==> config.mk <==
export PLATFORM = sky130hd
export DESIGN_NAME = phase_detector_stats
export DESIGN_NICKNAME = d
export VERILOG_FILES = /design/src/rtl/phase_detector_pkg.sv /design/src/rtl/phase_detector_stats_sat_counter.sv /design/src/rtl/phase_detector_stats.sv
export SDC_FILE = /design/constraint.sdc
export NUM_CORES = 1
export LEC_CHECK = 0
export CAP_MARGIN = 20
export CELL_PAD_IN_SITES_DETAIL_PLACEMENT = 0
export CELL_PAD_IN_SITES_GLOBAL_PLACEMENT = 1
export CORE_AREA = 2 2 133 135
export CTS_BUF_LIST = sky130_fd_sc_hd__clkbuf_4 sky130_fd_sc_hd__clkbuf_8
export CTS_CLUSTER_DIAMETER = 50
export DETAILED_ROUTE_END_ITERATION = 10
export DIE_AREA = 0 0 135 137
export GPL_ROUTABILITY_DRIVEN = 0
export PLACE_DENSITY_LB_ADDON = 0.1
export SYNTH_ARGS = -nofsm -noshare
export SYNTH_HDL_FRONTEND = slang
export SYNTH_SLANG_ARGS = --single-unit
==> constraint.sdc <==
create_clock -name clk -period 8.3 [get_ports clk]
set_input_delay 1.245 -clock clk [delete_from_list [all_inputs] [get_ports clk]]
set_output_delay 1.245 -clock clk [all_outputs]
set_load 0.02 [all_outputs]
==> src/rtl/phase_detector_pkg.sv <==
// Shared definitions for the phase detector statistics block: margin zone
// encodings and the default parameter set.
package phase_detector_pkg;

    localparam int DEF_PHASE_W  = 32;
    localparam int DEF_ERR_W    = 16;
    localparam int DEF_AVG_LOG2 = 3;
    localparam int DEF_CNT_W    = 16;

    typedef enum logic [1:0] {
        ZONE_ONTIME   = 2'b01,
        ZONE_MARGINAL = 2'b10,
        ZONE_WAYOFF   = 2'b11
    } zone_t;

endpackage

==> src/rtl/phase_detector_stats_sat_counter.sv <==
// Saturating up-counter with synchronous clear; holds at all-ones instead of
// wrapping so a long run of edges never reads back as a small count.
module sat_counter #(
    parameter int CNT_W = 16
) (
    input  logic             clk,
    input  logic             reset,
    input  logic             inc,
    input  logic             clr,
    output logic [CNT_W-1:0] count
);

    // Count up on inc, stop at all-ones; clear wins over increment.
    always_ff @(posedge clk or posedge reset) begin
        if (reset) begin
            count <= '0;
        end else if (clr) begin
            count <= '0;
        end else if (inc && (count != '1)) begin
            count <= count + 1'b1;
        end
    end

endmodule

==> src/rtl/phase_detector_stats.sv <==
// Phase detector statistics: turns the NCO phase sampled at each flux edge
// into a signed phase error, classifies it into a margin zone, keeps
// saturating per-zone counts and a block average over 2^AVG_LOG2 edges.
module phase_detector_stats
    import phase_detector_pkg::*;
#(
    parameter int PHASE_W  = DEF_PHASE_W,
    parameter int ERR_W    = DEF_ERR_W,
    parameter int AVG_LOG2 = DEF_AVG_LOG2,
    parameter int CNT_W    = DEF_CNT_W
) (
    input  logic               clk,
    input  logic               reset,
    input  logic               enable,
    input  logic               edge_detected,
    input  logic [PHASE_W-1:0] nco_phase,
    input  logic [ERR_W-1:0]   thresh_near,
    input  logic [ERR_W-1:0]   thresh_far,
    input  logic               stats_clear,
    output logic [ERR_W-1:0]   phase_error,
    output logic               error_valid,
    output logic [1:0]         margin_zone,
    output logic [ERR_W-1:0]   avg_error,
    output logic               avg_valid,
    output logic [CNT_W-1:0]   cnt_ontime,
    output logic [CNT_W-1:0]   cnt_marginal,
    output logic [CNT_W-1:0]   cnt_wayoff
);

    localparam int ACC_W = ERR_W + AVG_LOG2;
    localparam logic [ERR_W:0] MAG_ONE = (ERR_W + 1)'(1);

    logic                    accept;
    logic                    count_en;
    logic [ERR_W-1:0]        err_in;
    logic [ERR_W:0]          err_mag;
    zone_t                   zone_in;
    logic                    unused_phase;

    logic signed [ACC_W-1:0] acc_q;
    logic signed [ACC_W-1:0] acc_sum;
    logic signed [ACC_W-1:0] win_sum_q;
    logic [AVG_LOG2-1:0]     win_cnt_q;
    logic                    win_done;
    logic                    avg_pend_q;

    assign accept   = edge_detected & enable;
    // An edge coincident with stats_clear is reported but never counted.
    assign count_en = accept & ~stats_clear;
    // The phase MSBs are the error: near 0 is on time, the wrap point is
    // half a bit cell off in either direction.
    assign err_in   = nco_phase[PHASE_W-1 -: ERR_W];
    // Phase LSBs below the error resolution are deliberately dropped.
    assign unused_phase = ^nco_phase;

    // Magnitude in one extra bit so the most-negative code folds without
    // overflow, then classify far before near so far always wins.
    always_comb begin
        // NOTE: every always_comb output gets a default first so no path leaves it unassigned and infers a latch.
        err_mag = {1'b0, err_in};
        zone_in = ZONE_ONTIME;
        if (err_in[ERR_W-1]) begin
            err_mag = ~{1'b1, err_in} + MAG_ONE;
        end
        if (err_mag >= {1'b0, thresh_far}) begin
            zone_in = ZONE_WAYOFF;
        end else if (err_mag >= {1'b0, thresh_near}) begin
            zone_in = ZONE_MARGINAL;
        end
    end

    // Register the error and zone of each accepted edge; hold otherwise.
    always_ff @(posedge clk or posedge reset) begin
        // NOTE: clocked state uses non-blocking assignments so every register samples pre-edge values.
        if (reset) begin
            phase_error <= '0;
            margin_zone <= ZONE_ONTIME;
            error_valid <= 1'b0;
        end else begin
            error_valid <= accept;
            if (accept) begin
                phase_error <= err_in;
                margin_zone <= zone_in;
            end
        end
    end

    // Running window sum and edge count; the last edge of a window hands the
    // complete sum to the averaging stage and restarts the window at zero.
    assign acc_sum  = acc_q + {{AVG_LOG2{err_in[ERR_W-1]}}, err_in};
    assign win_done = count_en & (win_cnt_q == '1);

    // Window accumulation, restart and hand-off of the finished sum.
    always_ff @(posedge clk or posedge reset) begin
        if (reset) begin
            acc_q      <= '0;
            win_cnt_q  <= '0;
            win_sum_q  <= '0;
            avg_pend_q <= 1'b0;
        end else begin
            avg_pend_q <= win_done;
            if (stats_clear) begin
                acc_q     <= '0;
                win_cnt_q <= '0;
            end else if (accept) begin
                win_cnt_q <= win_cnt_q + 1'b1;
                acc_q     <= win_done ? '0 : acc_sum;
                if (win_done) begin
                    win_sum_q <= acc_sum;
                end
            end
        end
    end

    // Averaging stage: arithmetic shift gives the floored mean. A pending
    // result still lands even if stats_clear arrived in between.
    always_ff @(posedge clk or posedge reset) begin
        if (reset) begin
            avg_error <= '0;
            avg_valid <= 1'b0;
        end else begin
            avg_valid <= avg_pend_q;
            if (avg_pend_q) begin
                avg_error <= ERR_W'(win_sum_q >>> AVG_LOG2);
            end
        end
    end

    sat_counter #(.CNT_W(CNT_W)) u_cnt_ontime (
        .clk   (clk),
        .reset (reset),
        .inc   (count_en && (zone_in == ZONE_ONTIME)),
        .clr   (stats_clear),
        .count (cnt_ontime)
    );

    sat_counter #(.CNT_W(CNT_W)) u_cnt_marginal (
        .clk   (clk),
        .reset (reset),
        .inc   (count_en && (zone_in == ZONE_MARGINAL)),
        .clr   (stats_clear),
        .count (cnt_marginal)
    );

    sat_counter #(.CNT_W(CNT_W)) u_cnt_wayoff (
        .clk   (clk),
        .reset (reset),
        .inc   (count_en && (zone_in == ZONE_WAYOFF)),
        .clr   (stats_clear),
        .count (cnt_wayoff)
    );

endmodule

After elaboration in Yosys (flattened, before gate mapping):

Cells that the tools add are included.
Widths: inputs -> output; s select.

* bitwise gates (word level): 5
* add/subtract/negate cells: 6
* magnitude comparators: 2
* eq/ne operators: 7
* reduce and logical (&&, ||, !) cells: 11
* muxes and demuxes: 14

Operators by type and width (number)
* $mux 16: 6
* $mux 19: 3
* $add 16x1->16 const B: 3
* $ne 16x16->1 const B: 3
* $ge 17x16->1: 2
* $add 19x19->19: 1
* $add 17x1->17 const B: 1
* $mux 17: 1
* $not 17->17: 1
* $reduce_bool 2->1: 4
* $logic_and 1x1->1: 6
* $mux 3: 2
* $eq 2x2->1 const B: 2
* $mux 2: 2
* $add 3x1->3 const B: 1
* $and 1x1->1: 3
* $eq 3x3->1 const B: 1
* $reduce_and 3->1: 1
* $eq 2x1->1 const B: 1
* $not 1->1: 1

* output and inout port bits: 84
* logic and storage cells: 57
* register bits after elaboration: 126
* input port bits: 69

Logic depth before layout (Yosys ltp):

Gate-level depths: netlist (run 1).

* depth after elaboration: 11
* depth in mapped cells: 17
* depth with buffers taken out: 15

By module:

From an unflattened synthesis (run 1), not the netlist that was laid out.

* cells, all modules: 816
* area, all modules: 7601.0 sq um

By module, submodules not included
* phase_detector_stats: times used 1, area an instance 4804.6 sq um, cells an instance 513, sequential area each 1878.1 sq um
* sat_counter: times used 3, area an instance 932.1 sq um, cells an instance 101, sequential area each 400.4 sq um

Worst setup path after synthesis (run 1):

OpenSTA, ideal clock, no wires.

* path kind: in2reg
* start: input port nco_phase[23]
* end: register u_cnt_ontime.count[5]
* setup slack: 3.503 ns
* cell stages on the path: 14
* required time: 8.222 ns
* path buffers: 1
* library setup time: 0.078 ns
* data arrival time: 4.719 ns
* cell sequence: nor4_1 nand3_1 or2_2 o41ai_1 xnor2_1 ha_1 nand4_1 o41ai_1 or4b_1 o21a_1 a2111o_1 clkbuf_1 or4_1 a21oi_1

* word-level cells in the longest chain between the ends: 10
* elaborated cells between the ends (all ways): 11
* those cells by class: 1 x add/sub; 2 x order compare; 1 x eq/ne; 3 x mux; 1 x bitwise; 3 x reduce/logical

RTL lines
* start: declaration: line phase_detector_stats.sv:16 `input logic [PHASE_W-1:0] nco_phase,`
* $not 17->17: line phase_detector_stats.sv:63 `err_mag = ~{1'b1, err_in} + MAG_ONE;`
* $add 17x1->17: line phase_detector_stats.sv:63
* $mux 17 *: line phase_detector_stats.sv:62 `if (err_in[ERR_W-1]) begin`
* $ge 17x16->1: line phase_detector_stats.sv:67 `end else if (err_mag >= {1'b0, thresh_near}) begin`
* $mux 2: line phase_detector_stats.sv:67
* $mux 2 *: line phase_detector_stats.sv:65 `if (err_mag >= {1'b0, thresh_far}) begin`
* $eq 2x1->1 *: line phase_detector_stats.sv:132 `.inc (count_en && (zone_in == ZONE_ONTIME)),`
* $logic_and 1x1->1 *: line phase_detector_stats.sv:132
* $logic_and 1x1->1 *: line phase_detector_stats_sat_counter.sv:19 `end else if (inc && (count != '1)) begin`
* $reduce_bool 2->1 (no source line) *
* end signal: assignment: line phase_detector_stats_sat_counter.sv:20 `count <= count + 1'b1;`
* end: declaration: line phase_detector_stats_sat_counter.sv:10 `output logic [CNT_W-1:0] count`

Mark *: on every way between the ends. The rest lies on a longest branch, timed or not.
A chain may end at the register's enable or synchronous reset.

Worst setup path after layout (run 1):

* start: input port nco_phase[20]
* end: register u_cnt_ontime.count[5]

The elaborated chain is that of the path after synthesis.

==> metrics list, run 1 <==
* Clock slew at reported path FFs: 70 ps
- Wirelength per Cell: 16.0 um
- Via count of the first global-routing pass: 6037
* First-pass iteration count of the detailed router: 4
- Once layout is complete, the cells apart from fillers number 1150.
- GR met1 Demand/Resource: 26.5%
- The number of failing hold endpoints at the final stage is 0.
- The core region is 0.0171 mm^2.
- The die covers 0.0185 mm^2.
* Fill cell count: 1579
- Setup TNS: 0 ps
- Ports: 153
- The library cells used most frequently in the layout, excluding fill and tap cells, are 135 x clkdlybuf4s50_1, 122 x dfrtp_1, 112 x nand2_1.
* Estimated wirelength of the detail-placed design: 13300 um
* Syn_nets: 908
- Drt total wl: 18400 um
- Overall power after layout: 1440 uW
* Number of instances in the placed design: 1118
- The number of gates resized after CTS was 0.
- Worst-margin pin slew: 970 ps
- Setup repair after global routing left no endpoint under its margin.
* Sequential element share of the synthesized area: 42.9%
- Maximum number of pins on one net before global-route repair: 76
- The worst setup path is launched from an input pin.
* Wire length of the first global-routing pass: 30400 um
- H-Tree Depth: 4
- Synth unique cells: 50
* Clock root buffer: clkbuf_8
* Max-cap violations: 0
- The synthesized design contains 123 register bits.
* Number of slew-limit violations in the final report: 0
- After synthesis, the share of flip-flops with an asynchronous set or reset is 100%.
- Final hold analysis gives a worst-case slack of 475 ps.
- Setup Viol. Count Final: 0
- Antenna violations before repair: 0
- Setup Fix Bufs, Post-CTS: 0
- Across the routed clock network, the largest skew measured is 11.6 ps.
- Count of unresolved DRC violations after routing: 0
- STA puts the critical path data required time at 8660 ps.
- During placement, the flow inserted port buffers numbering 136.
- Synthesis handed over a netlist of 782 instances.
- Portion of the clock cycle consumed by the worst path in the final layout: 70.9%
* Detail Route Antenna Nets: 0
- The clock drives 123 sinks.
- Static timing analysis puts the maximum clock frequency at 170 MHz.
- The clock reaches the later pin of the worst-skew pair after 440 ps.
* Share of layout cells above drive strength 1: 7.03%
- Global route overflow: 0
- Post-synthesis average cell area: 9.19 um^2
* Area of all sequential standard cells: 0.00308 mm^2
* Capturing element type of the critical path: register
- Summed over all cells, the static leakage comes to 0.00412 uW.
- Highest fanout seen on the critical path: 30
- The worst-case IR drop observed on VDD is 0.000120 V.
* Count of vias placed by the detailed router: 6200
- The tightest min-delay check is of the register to register type.
- Number of clock buffers inserted by TritonCTS: 17
- Slew margin rel.: 35.2%
- Post-synth EDFFs: 0
- Met3 Use GR: 4.19%
* Ratio of routed vias to standard cells: 5.39
* Starting density of the core: 42.1%
* Cell Rows: 48
- CTS tree: built
- In this run the horizontal extent of the chip is 135 um.
* Final antenna diode count: 0
- Relative to the synthesized area, the layout overhead comes to 27.3%.
- Leading register cell type out of synthesis: dfrtp_1
* Outcome: finished, final reports clean
- Count of routing violations after the opening detailed-route iteration: 299
- Most crowded layer after global routing: met2
- Area of the multi-input gates: 0.00382 mm^2
- GRT met2 Usage: 35.2%
- Global routing consumed, over all layers together, 20.6% of the routing resources.
- Buffers inserted to repair hold after CTS numbered 0.
* Post-synthesis instance area: 0.00719 mm^2
* Most common cell after layout, fill and taps aside: clkdlybuf4s50_1
* Pwr per Cell Area: 157 mW/mm^2
- Signal arrival time at the worst endpoint: 6250 ps
- The worst path needs 5890 ps of the cycle, external delays included.
* Type of the worst setup path: input pin to register
- Die span in y: 137 um
- The Yosys step of the flow raised 0 warnings.
- In this run the deepest clock path goes through 2 buffers.
* Total number of nets in the final design: 1038
-- path summary, 6_finish.rpt --
path,start,end,slack [ps],cells past startpoint
worst max-delay path,nco_phase[20],u_cnt_ontime.count[5]$_DFFE_PP0P_,2410,14
worst min-delay path,phase_error[9]$_DFFE_PP0P_,phase_error[9]$_DFFE_PP0P_,470,2
worst max register to register,acc_q[0]$_DFFE_PP0P_,win_sum_q[18]$_DFFE_PP0P_,5390,9
worst min register to register,phase_error[9]$_DFFE_PP0P_,phase_error[9]$_DFFE_PP0P_,470,2
max in group asynchronous,reset,win_cnt_q[0]$_DFFE_PP0P_,5660,3
min in group asynchronous,reset,u_cnt_ontime.count[6]$_DFFE_PP0P_,1230,2
-- final cells by class --
type / instances / share of cell area, %
Timing Repair Buffer: 140 / 15.2
Sequential cell: 123 / 33.7
Clock buffer: 19 / 2.86
Clock inverter: 13 / 1.55
Tap cell: 225 / 3.08
Inverter: 48 / 2.00
Multi-Input combinational cell: 582 / 41.7
-- synth_stat cells, drive strengths merged, types with 16 or more instances --
master  instances  area, um^2
nand2         112         420
dfrtp         122        3050
a21oi          48         240
xnor2          22         193
nand3          25         125
nor2           36         135
or4            16         120
o21ai          62         310
clkbuf         23        86.3
inv            48         180
or3            17         106
ha             56         701
mux2           17         191
o31ai          23         173
nand4          17         106
-- sequential cells by signal, summed over array words and instances, names as in the netlist --
register              flops
avg_valid                 1
u_cnt_wayoff.count       16
avg_error                16
u_cnt_ontime.count       16
win_cnt_q                 3
avg_pend_q                1
margin_zone               2
u_cnt_marginal.count     16
win_sum_q                16
phase_error              16
acc_q                    19
error_valid               1
-- cells by family (layout without fill, tap and decap cells) --
| family | count (synthesis) | after routing | synth area share (%) |
|---|---|---|---|
| AOI/OAI and AO/OA | 192 | 192 | 16.6 |
| DFF | 123 | 123 | 42.9 |
| buffers and inverters | 77 | 220 | 4.02 |
| and+or+nand+nor | 274 | 274 | 18.6 |
| xor gates and xnor gates | 37 | 37 | 4.51 |
| adders and majority gates | 57 | 57 | 10.0 |
| muxes | 22 | 22 | 3.36 |
-- metrics by stage --
step,util [%],instance area (um^2),setup WS (ps)
global route,53.6,9150,2040
detailed placement,51.3,8750,2020
finish,53.6,9150,2410
global placement,51.3,8750,2160
floorplan,-,7190,3500
CTS,53.6,9150,2460
-- worst max-delay path: stages --
cell	delay (ps)
clkdlybuf4s50_1	580
nor4_1	430
nand3_1	160
or2_2	330
o41ai_1	310
xnor2_1	240
ha_1	310
nand4_1	130
o41ai_1	70
or4b_1	490
o21a_1	360
a2111o_1	810
or4_1	610
a21oi_1	160
-- where the power goes --
part	switching [uW]	internal (uW)
logic	152	115
clock network	258	283
registers	13.1	620
total	423	1020
-- metal layers --
metal | wire (um) | up-vias
met5 | 0 | -
met4 | 178 | 0
met3 | 786 | 14
met2 | 9090 | 128
met1 | 8320 | 3009
li1 | - | 3049
(Power assumes the default switching activity.)
==> run 2: changes to the inputs <==
CORE_AREA = 2 2 145 147   (was 2 2 133 135)
DIE_AREA = 0 0 147 149   (was 0 0 135 137)
clock period = 4.9 ns   (was 8.3 ns; I/O delays follow)
==> run 2 against run 1 <==
Effect of this change:
- utilization is 7.0 points lower
- power is 75% higher
- clock-buffer cell count is 2 lower
- highest routed layer unchanged
==> metrics list, run 2 (synthesis gave the netlist of run 1 again) <==
- Count of unresolved DRC violations after routing: 0 (unchanged)
* Switch share: 30.8% (+1.5 points)
* Die span in y: 149 um (+8.8%)
- The placeable core region came to 0.0206 mm^2 (+21%).
- Final antenna diode count: 0 (unchanged)
- The area of the multi-input gates was 0.00384 mm^2 (+0.66%).
- The aggregate routed wire length is 19500 um (+6.0%).
- The fraction of power consumed by sequential logic is 42.5% (-1.4 points).
* Final worst clock skew: 13.0 ps (+1.42 ps)
* Final non-filler cell area: 0.00959 mm^2 (+4.9%)
- TritonCTS built the clock tree.
- The aggregate global-route resource usage came to 18.4% (-2.3 points).
* Most common cell after layout, fill and taps aside: clkdlybuf4s50_1
- The detailed router used layers up to and including met4.
- The number of buffers on the longest clock path came to 2 (unchanged).
- STA classifies the critical path endpoint as a register.
- The share of total power in the clock network is 37.9% (+0.4 points).
* CTS Sinks: 123 (unchanged)
- Cell family with most CP delay: simple AND/OR/NAND/NOR gates
* Fmax: 214 MHz
* Setup Viol. Count Final: 0 (unchanged)
* Clock slew at reported path FFs: 80 ps (about the same)
- The tree is rooted in a clkbuf_8.
- Max-cap violations: 0 (unchanged)
- Slew margin rel.: 42.4% (+7.2 points)
* Number of clock buffers inserted by TritonCTS: 17 (unchanged)
* Maximum number of pins on one net before global-route repair: 78 (+2.6%)
- Maximum cell stage delay along the critical path: 470 ps (-340 ps)
- The count of routing violations after the opening detailed-route iteration is 262 (-12%).
- Cell depth of the worst flop-to-flop path: 9 (unchanged)
- Routed wire length on met2: 9480 um (+4.3%)
- Compared with the post-synthesis result, the final layout area differs by 33.5%.
- The number of cells traversed by the worst hold path is 2 (unchanged).
* Highest fanout seen on the critical path: 27 (-10%)
- The total die area was 0.0219 mm^2 (+18%).
- The number of buffer and inverter instances along the worst setup path was 3 (+2).
- The post-placement worst setup slack was -357 ps (-2380 ps).
* Hold path startpoint: phase_error[11]$_DFFE_PP0P_
* H-Tree Depth: 4 (unchanged)
- Counting I/O delays and the setup requirement, the final critical path takes 4670 ps.
* Area of all sequential standard cells: 0.00308 mm^2 (unchanged)
* Worst Slack Setup Final: 226 ps (-2190 ps)
- The count of standard-cell rows was 53 (+10%).
- Setup repair after global routing left no endpoint under its margin.
- Required @ worst endpoint: 5260 ps (-3400 ps)
- The I/O pin total is 153 (unchanged).
- Outcome: finished, final reports clean
* Ratio of routed vias to standard cells: 5.14 (-4.7%)
* Kind of path behind the tightest hold check: register to register
- Max FFs per register: 19 (unchanged)
- In this design, the critical path's most frequently occurring cell is a21oi_1.
* Biggest register: acc_q
- The die width came to 147 um (+8.9%).
- Total number of nets in the final design: 1080 (+4.0%)
- The overall via count from detail_route came to 6384 (+3.0%).
- The initial antenna violation count is 0 (unchanged).
* Final Hold Violating Endpoints: 0 (unchanged)
* Share of layout cells above drive strength 1: 11.5% (+4.5 points)
- The static leakage power was 0.00435 uW (+5.6%).
- End of the worst register-to-register path: win_sum_q[18]$_DFFE_PP0P_
* Port-buffer cells: 136 (unchanged)
* Setup Fix Bufs, Post-CTS: 0 (unchanged)
* Number of slew-limit violations in the final report: 0 (unchanged)
- The power per standard cell area is 263 mW/mm^2 (+67%).
* Setup TNS: 0 ps (unchanged)
- Sw power: 779 uW (+84%)
* Peak ir drop on the vdd network: 0.000168 V (+40%)
- Worst-margin pin slew: 862 ps (-107 ps)
* Portion of the clock cycle consumed by the worst path in the final layout: 95.4%
* Via count of the first global-routing pass: 6533 (+8.2%)
* Starting density of the core: 35.0% (-7.2 points)
- The aggregate global routing overflow is 0 (unchanged).
- Wirelength per Cell: 15.7 um (-1.8%)
- Kind of start point of the critical path: input pin
* Cell Chain, Critical Path: clkdlybuf4s50_1 -> nor4_2 -> buf_4 -> nand3_1 -> or2_2 -> o21ai_0 -> xnor2_1 -> ha_1 -> a21oi_1 -> nor2b_1 -> o21ai_1 -> or4b_1 -> o21a_1 -> a2111o_1 -> buf_12 -> or4_1 -> a21oi_1
- Internal Dissipation: 1750 uW (+72%)
- The placed cell area came to 0.00914 mm^2 (+4.4%).
- Wire length of the first global-routing pass: 32400 um (+6.8%)
* First-pass iteration count of the detailed router: 5 (+1)
* Signal arrival time at the worst endpoint: 5030 ps (-1220 ps)
- Commonest cells after routing, fill and taps aside: 135 x clkdlybuf4s50_1, 122 x dfrtp_1, 112 x nand2_1
* Fill cell count: 1979 (+25%)
* Estimated wirelength of the detail-placed design: 14400 um (+8.3%)
* R2r setup slk: 1960 ps (-3430 ps)
* Type of the worst setup path: input pin to register
- The path with the worst hold slack has its endpoint at phase_error[11]$_DFFE_PP0P_.
- The combinational share of power came to 19.6% (+1.1 points).
* Routed met3 length: 778 um (-1.0%)
- For this design, the slowest cell found on the critical path is or4b_1.
* Startpoint of the worst-slack reg-to-reg timing path: acc_q[0]$_DFFE_PP0P_
- Detail Route Antenna Nets: 0 (unchanged)
- The routed length on met1 is 8970 um (+7.9%).
- Clock latency on the worst-skew pair: 430 ps (about the same)
* Post-cts hold buffer count: 0 (unchanged)
[run 2: cell types whose count changed in the layout (fill, tap and decap cells not counted), sizes merged]
cell,change
clkinvlp,-3
inv,+7
buf,+42
clkinv,-2
clkbuf,-2
[run 2: how the worst max path moves through the flow]
stage | from | to | slack [ps] | cells after the start
global placement | nco_phase[22] | u_cnt_ontime.count[9]$_DFFE_PP0P_ | -290 | 16
floorplan | nco_phase[23] | u_cnt_ontime.count[5]$_DFFE_PP0P_ | 610 | 14
finish | nco_phase[23] | u_cnt_ontime.count[9]$_DFFE_PP0P_ | 230 | 17
global route | nco_phase[23] | u_cnt_ontime.count[5]$_DFFE_PP0P_ | 10 | 17
detailed placement | nco_phase[22] | u_cnt_ontime.count[5]$_DFFE_PP0P_ | -360 | 16
CTS | nco_phase[22] | u_cnt_ontime.count[5]$_DFFE_PP0P_ | 110 | 16
[run 2: metal layers]
layer / up-vias / global-route usage [%]
li1: 3142 / -
met1: 3081 / 23.9
met2: 144 / 31.5
met3: 17 / 3.58
met4: 0 / 5.05
met5: - / 0
[run 2: area by class of cell]
| class | instances | share of cell area (%) |
|---|---|---|
| inverter | 48 | 1.90 |
| clock buffer | 17 | 2.44 |
| multi-input combinational | 582 | 40.0 |
| tap | 275 | 3.59 |
| sequential | 123 | 32.1 |
| timing repair buffer | 182 | 18.1 |
| clock inverter | 15 | 1.85 |
[run 2: timing repair]
item / in CTS / in global routing
endpoints found under the setup margin: 0 / 4
endpoints found under the hold margin: 0 / 0
gates resized for setup: 0 / 3
[run 2: power groups by stage]
stage / Combinational, uW / Sequential [uW] / Clock [uW]
after floorplan: 256 / 1120 / 0
after global placement: 484 / 1090 / 0
after detailed placement: 494 / 1090 / 0
after CTS: 497 / 1070 / 991
after global routing: 553 / 1080 / 1040
final: 496 / 1070 / 956
[run 2: per-stage QoR]
stage / total power (uW) / util (%) / hold WS [ps] / std cells
6_report: 2520 / 46.7 / 477 / 1242
5_1_grt: 2670 / 46.7 / 508 / 1242
4_1_cts: 2560 / 46.4 / 481 / 1241
3_5_place_dp: 1590 / 44.4 / 462 / 1209
3_3_place_gp: 1570 / 44.4 / 458 / 1209
2_1_floorplan: 1370 / - / 352 / 782
[run 2: worst reg2reg max path, delay by kind of cell (launching register included)]
kind,cells,cell delay [ps]
compound gates,4,890
mux,1,320
flops,1,390
fa+ha+maj,2,650
simple gates,2,560
